### config.mk
export PLATFORM = sky130hd
export DESIGN_NAME = flappy_scene
export DESIGN_NICKNAME = d
export VERILOG_FILES = /design/src/rtl/flappy_scene.sv
export SDC_FILE = /design/constraint.sdc
export NUM_CORES = 1
export LEC_CHECK = 0
export CAP_MARGIN = 5
export CORE_MARGIN = 10
export CORE_UTILIZATION = 55
export DETAILED_ROUTE_END_ITERATION = 6
export PLACE_DENSITY = 0.79
export SLEW_MARGIN = 30
export SYNTH_ARGS = -nofsm -noshare
export SYNTH_HDL_FRONTEND = slang
export SYNTH_SLANG_ARGS = --single-unit
### constraint.sdc
create_clock -name clk -period 5.15 [get_ports clk]
set_input_delay 1.03 -clock clk [delete_from_list [all_inputs] [get_ports clk]]
set_output_delay 1.03 -clock clk [all_outputs]
set_load 0.03 [all_outputs]
### src/rtl/flappy_scene.sv
// flappy_scene: bird/pipe game state stepped once per frame plus registered pixel colour (optional FLAPPY_SCORE_BAR_EN score bar)
module flappy_scene #(
    parameter int GRAVITY = 1,
    parameter int FLAP_V = 8,
    parameter int MAX_FALL = 10,
    parameter int SPEED = 2,
    parameter int GAP = 128,
    parameter int BIRD_X = 160,
    parameter int BIRD_Y0 = 232,
    parameter logic [7:0] LFSR_SEED = 8'hA5
) (
    input  logic        clk,
    input  logic        reset,
    input  logic        flap,
    input  logic [9:0]  hc,
    input  logic [9:0]  vc,
    input  logic        dat_act,
    output logic [11:0] rgb,
    output logic [7:0]  score,
    output logic        game_over
);
    typedef enum logic [1:0] {READY, PLAY, DEAD} state_t;
    localparam logic signed [10:0] BX = 11'(BIRD_X);
    localparam logic signed [10:0] BY0 = 11'(BIRD_Y0);
    localparam logic signed [10:0] GAPS = 11'(GAP);
    localparam logic [9:0] GAP0 = 10'd48 + {2'b0, LFSR_SEED};

    state_t state, state_nx;
    logic [2:0] sync;
    logic flap_edge, flap_pend, vc_end_q, tick, hit, wrap, bird_px, pipe_px, bar_px;
    logic [7:0] lfsr, score_nx;
    logic [9:0] gap_top, gap_nx;
    logic signed [5:0] vel, vel_nx;
    logic signed [6:0] vel_g;
    logic signed [10:0] bird_y, pipe_x, y_nx, px_dec, px_nx, gap_lo, gap_hi, hc_s, vc_s, pg_lo;

    assign tick = vc == 10'd480 && !vc_end_q;
    assign game_over = state == DEAD;

    // flap synchroniser, registered rising-edge detect and frame-end history
    always_ff @(posedge clk) begin
        if (reset) begin
            sync <= '0;
            flap_edge <= 1'b0;
            vc_end_q <= 1'b0;
        end else begin
            sync <= {sync[1:0], flap};
            flap_edge <= sync[1] & ~sync[2];
            vc_end_q <= vc == 10'd480;
        end
    end

    // x^8+x^6+x^5+x^4+1 Fibonacci LFSR, keeps running across restarts
    always_ff @(posedge clk) begin
        if (reset) lfsr <= LFSR_SEED;
        else if (tick) lfsr <= {lfsr[6:0], lfsr[7] ^ lfsr[5] ^ lfsr[4] ^ lfsr[3]};
    end

    // game state register
    always_ff @(posedge clk) begin
        if (reset) state <= READY;
        else state <= state_nx;
    end

    // game transitions: flap starts and restarts, a fatal tick kills
    always_comb begin
        state_nx = state;
        if (state == READY && flap_edge) state_nx = PLAY;
        else if (state == PLAY && tick && hit) state_nx = DEAD;
        else if (state == DEAD && flap_edge) state_nx = READY;
    end

    // one PLAY tick of physics and scrolling; collision is judged on the updated values
    always_comb begin
        vel_g = 7'(vel) + 7'(GRAVITY);
        vel_nx = (flap_pend | flap_edge) ? -6'(FLAP_V) : (vel_g > 7'(MAX_FALL)) ? 6'(MAX_FALL) : vel_g[5:0];
        y_nx = bird_y + 11'(vel_nx);
        px_dec = pipe_x - 11'(SPEED);
        wrap = px_dec <= -11'sd64;
        px_nx = wrap ? 11'sd640 : px_dec;
        gap_nx = wrap ? 10'd48 + {2'b0, lfsr} : gap_top;
        score_nx = (wrap && score != 8'hFF) ? score + 8'd1 : score;
        gap_lo = $signed({1'b0, gap_nx});
        gap_hi = gap_lo + GAPS;
        hit = y_nx[10] || y_nx + 11'sd15 >= 11'sd464 ||
              (px_nx <= BX + 11'sd15 && px_nx + 11'sd63 >= BX && (y_nx < gap_lo || y_nx + 11'sd15 >= gap_hi));
    end

    // bird, pipe and score: initialised on reset or restart, stepped on PLAY ticks
    always_ff @(posedge clk) begin
        if (reset || (state == DEAD && flap_edge)) begin
            bird_y <= BY0;
            vel <= '0;
            pipe_x <= 11'sd640;
            gap_top <= GAP0;
            score <= '0;
            flap_pend <= 1'b0;
        end else if (state == PLAY && tick) begin
            bird_y <= y_nx;
            vel <= vel_nx;
            pipe_x <= px_nx;
            gap_top <= gap_nx;
            score <= score_nx;
            flap_pend <= 1'b0;
        end else if (state == PLAY && flap_edge) begin
            flap_pend <= 1'b1;
        end
    end

    // per-pixel object membership
    always_comb begin
        hc_s = $signed({1'b0, hc});
        vc_s = $signed({1'b0, vc});
        pg_lo = $signed({1'b0, gap_top});
        bird_px = hc_s >= BX && hc_s <= BX + 11'sd15 && vc_s >= bird_y && vc_s <= bird_y + 11'sd15;
        pipe_px = hc_s >= pipe_x && hc_s <= pipe_x + 11'sd63 && (vc_s < pg_lo || vc_s >= pg_lo + GAPS);
`ifdef FLAPPY_SCORE_BAR_EN
        bar_px = vc < 10'd8 && hc < {1'b0, score, 1'b0};
`else
        bar_px = 1'b0;
`endif
    end

    // colour priority: bird, score bar, pipe, ground, sky
    always_ff @(posedge clk) begin
        if (reset) rgb <= '0;
        else rgb <= !dat_act ? 12'h000 : bird_px ? 12'hFF0 : bar_px ? 12'hFFF :
                    pipe_px ? 12'h0C0 : vc >= 10'd464 ? 12'h850 : 12'h4AF;
    end
endmodule

==> metrics <==
run status=finished, final reports clean; asr flop ratio synth=0; root buf cell=clkbuf_8; Setup CP Type=flop to flop; Layout Cells excl Fill=961; Final ANT Viol Nets=0; CTS max path bufs=2; post-synthesis instance area=6150 um^2; Synth cell types=68; met3 usage=0.0264; initial antenna violation count=0; Fin Hold WS=405 ps; first-pass GRT wire length=26400 um; Hold WC Path Type=flop to flop; routed vias/inst=6.00; Die W=126 um; io pins=45; final setup margin=240 ps; Hold Crit Depth=1; routed len/inst=16.5 um; area added between synthesis and finish=13.1%; most frequent cells in the layout=ha_1, nand2_1, nor2_1, a21oi_1, dfxtp_1; Port Buf Inserts=44; Row Count=38; CTS tree=yes; die height=126 um; worst vdd ir=103 uV; Initial Util=0.565; post-synthesis sequential area ratio=0.221; post-synth top area cell=dfxtp_1; dpl cells=945; Setup WS pre-CTS=-28.3 ps; period utilisation layout=0.953; Hold Buf Count CTS=0; M2 GR Usage=0.324; GPL Wtd Cong=0.932; Routed Wire Length=15900 um; Seq cells post-synth=68; Initial DRC Count=438; final layout net count=937; Post-synth EDFFs=0; dpl hpwl=12400 um; Clock Sink Count=68; arrival time worst endpoint=5160 ps; GR peak layer=met2; commonest non-fill, non-tap cell in the layout=ha_1; final-report hold violation count=0; Required @ worst endpoint=5400 ps; clock-pin slew on the worst setup and hold paths=90 ps; Core Area=10900 um^2; Worst slew margin=0.526; pin count of the biggest net entering global routing=37; PD cells=188 nW/um^2; drt drc=0; maximum clock frequency=204 MHz; syn avg cell area=7.87 um^2; area share of the largest cell type after synthesis=0.221; layout cells sized above 1=0.0706; drt pass-1 iters=5; Final Skew=14.9 ps; post-synthesis cell count=781; Vias=5769; clk_lat worst skew=370 ps; fin crit period=4910 ps; Syn Nets=902; Leak=2.89 nW; Area contributors post-synth=dfxtp_1, ha_1, a21oi_1; met1 Track Usage GR=0.255; Slew Limit Fails=0; crit end category=flop; Slew @ Worst Pin=709 ps; R2R cell count=26; Post-synth top flop=dfxtp_1; placed cell areas=6640 um^2; grt ovf=0; die area=15800 um^2; Startpoint Class=flop; H-tree depth=3; vias in the first global route=5411; Setup-failing EPs final=0; total track usage=0.195; Max-cap violations=0; Crit Path Max Fanout=5; Final Cell Area=6960 um^2; Inserted Clock Buffers=9; yosys warns=0; diodes inserted=0; Total Power=0.00131 W
[registers in the layout, summed over array words and instances, names as in the netlist]
register   flops
bird_y        11
pipe_x        11
gap_top       10
lfsr           8
score          8
rgb            6
vel            6
sync           3
state          2
flap_edge      1
flap_pend      1
vc_end_q       1
[per-stage QoR]
step	utilization	TNS (ps)
floorplan	-	0
global placement	0.610	0
detailed placement	0.610	-28.3
CTS	0.635	0
global route	0.639	-23.8
finish	0.639	0
[logic make-up (layout without fill, tap and decap cells)]
kind of cell	Yosys count	count (layout)	share of synthesized area
AND/OR/NAND/NOR	272	272	0.214
AO/OA/AOI/OAI	202	202	0.212
adder cells (fa/ha/maj)	97	97	0.199
buffers and inverters	85	125	0.0692
flip-flops	68	68	0.221
XOR/XNOR	47	47	0.0682
multiplexers	10	10	0.0163
[layout make-up]
| class | count | area [um^2] |
|---|---|---|
| clock buffers | 10 | 128 |
| fillers | 939 | 3930 |
| repair buffers | 58 | 546 |
| well taps | 140 | 175 |
| inverters | 51 | 191 |
| multi-input cells | 628 | 4410 |
| flip-flops and latches | 68 | 1370 |
| clock inverters | 6 | 136 |
[timing repair]
action                                  in CTS  in global routing
endpoints found under the setup margin       1                  2
pin swaps                                    1                  4
resized for setup                            3                 13
setup buffers                                0                  0
[worst paths after layout]
kind	startpoint	to	slack, ps
worst max-delay path	vel[1]	state[0]	240
worst min-delay path	sync[2]	flap_edge	400
worst max register to register	vel[1]	state[0]	240
worst min register to register	sync[2]	flap_edge	400
[layer usage]
layer	wire (um)	vias up
met1	7310	2694
met2	7460	192
met4	299	0
met3	826	31
li1	-	2852
met5	0	-
[cell usage after synthesis (all sizes together), types with 8 or more instances]
cell type / count
clkbuf: 21
inv: 51
ha: 96
nor2: 74
nand4: 9
o21a: 20
xnor2: 37
a31oi: 8
dfxtp: 68
nor2b: 15
o211ai: 16
xor2: 10
buf: 13
mux2i: 10
nand3: 33
nor3: 20
nand2: 80
o21ai: 34
a21oi: 73
[critical path: stages, from the launching register on]
cell and delay, ps:
dfxtp_4 370, inv_2 50, ha_4 210, o21ai_1 120
nand2_1 70, a211o_1 320, a21oi_2 130, o211a_1 170
nand2b_4 140, nor2_1 50, ha_2 210, fa_2 610
inv_1 80, ha_2 210, nand3_1 80, mux2i_1 80
nand3b_1 280, xnor2_1 200, ha_1 320, nand4_1 110
a21oi_1 140, nor2_1 90, o21ai_2 150, nor2_1 60
a21oi_1 150, o211ai_1 130, a41o_1 270
[power breakdown]
group | internal [W] | total [W] | switching [W]
clock network | 0.000372 | 0.000600 | 0.000228
logic | 0.0000785 | 0.000176 | 0.0000974
registers | 0.000528 | 0.000529 | 0.00000179
total | 0.000978 | 0.00131 | 0.000327
Note: power is estimated with default switching activity, not from simulation.
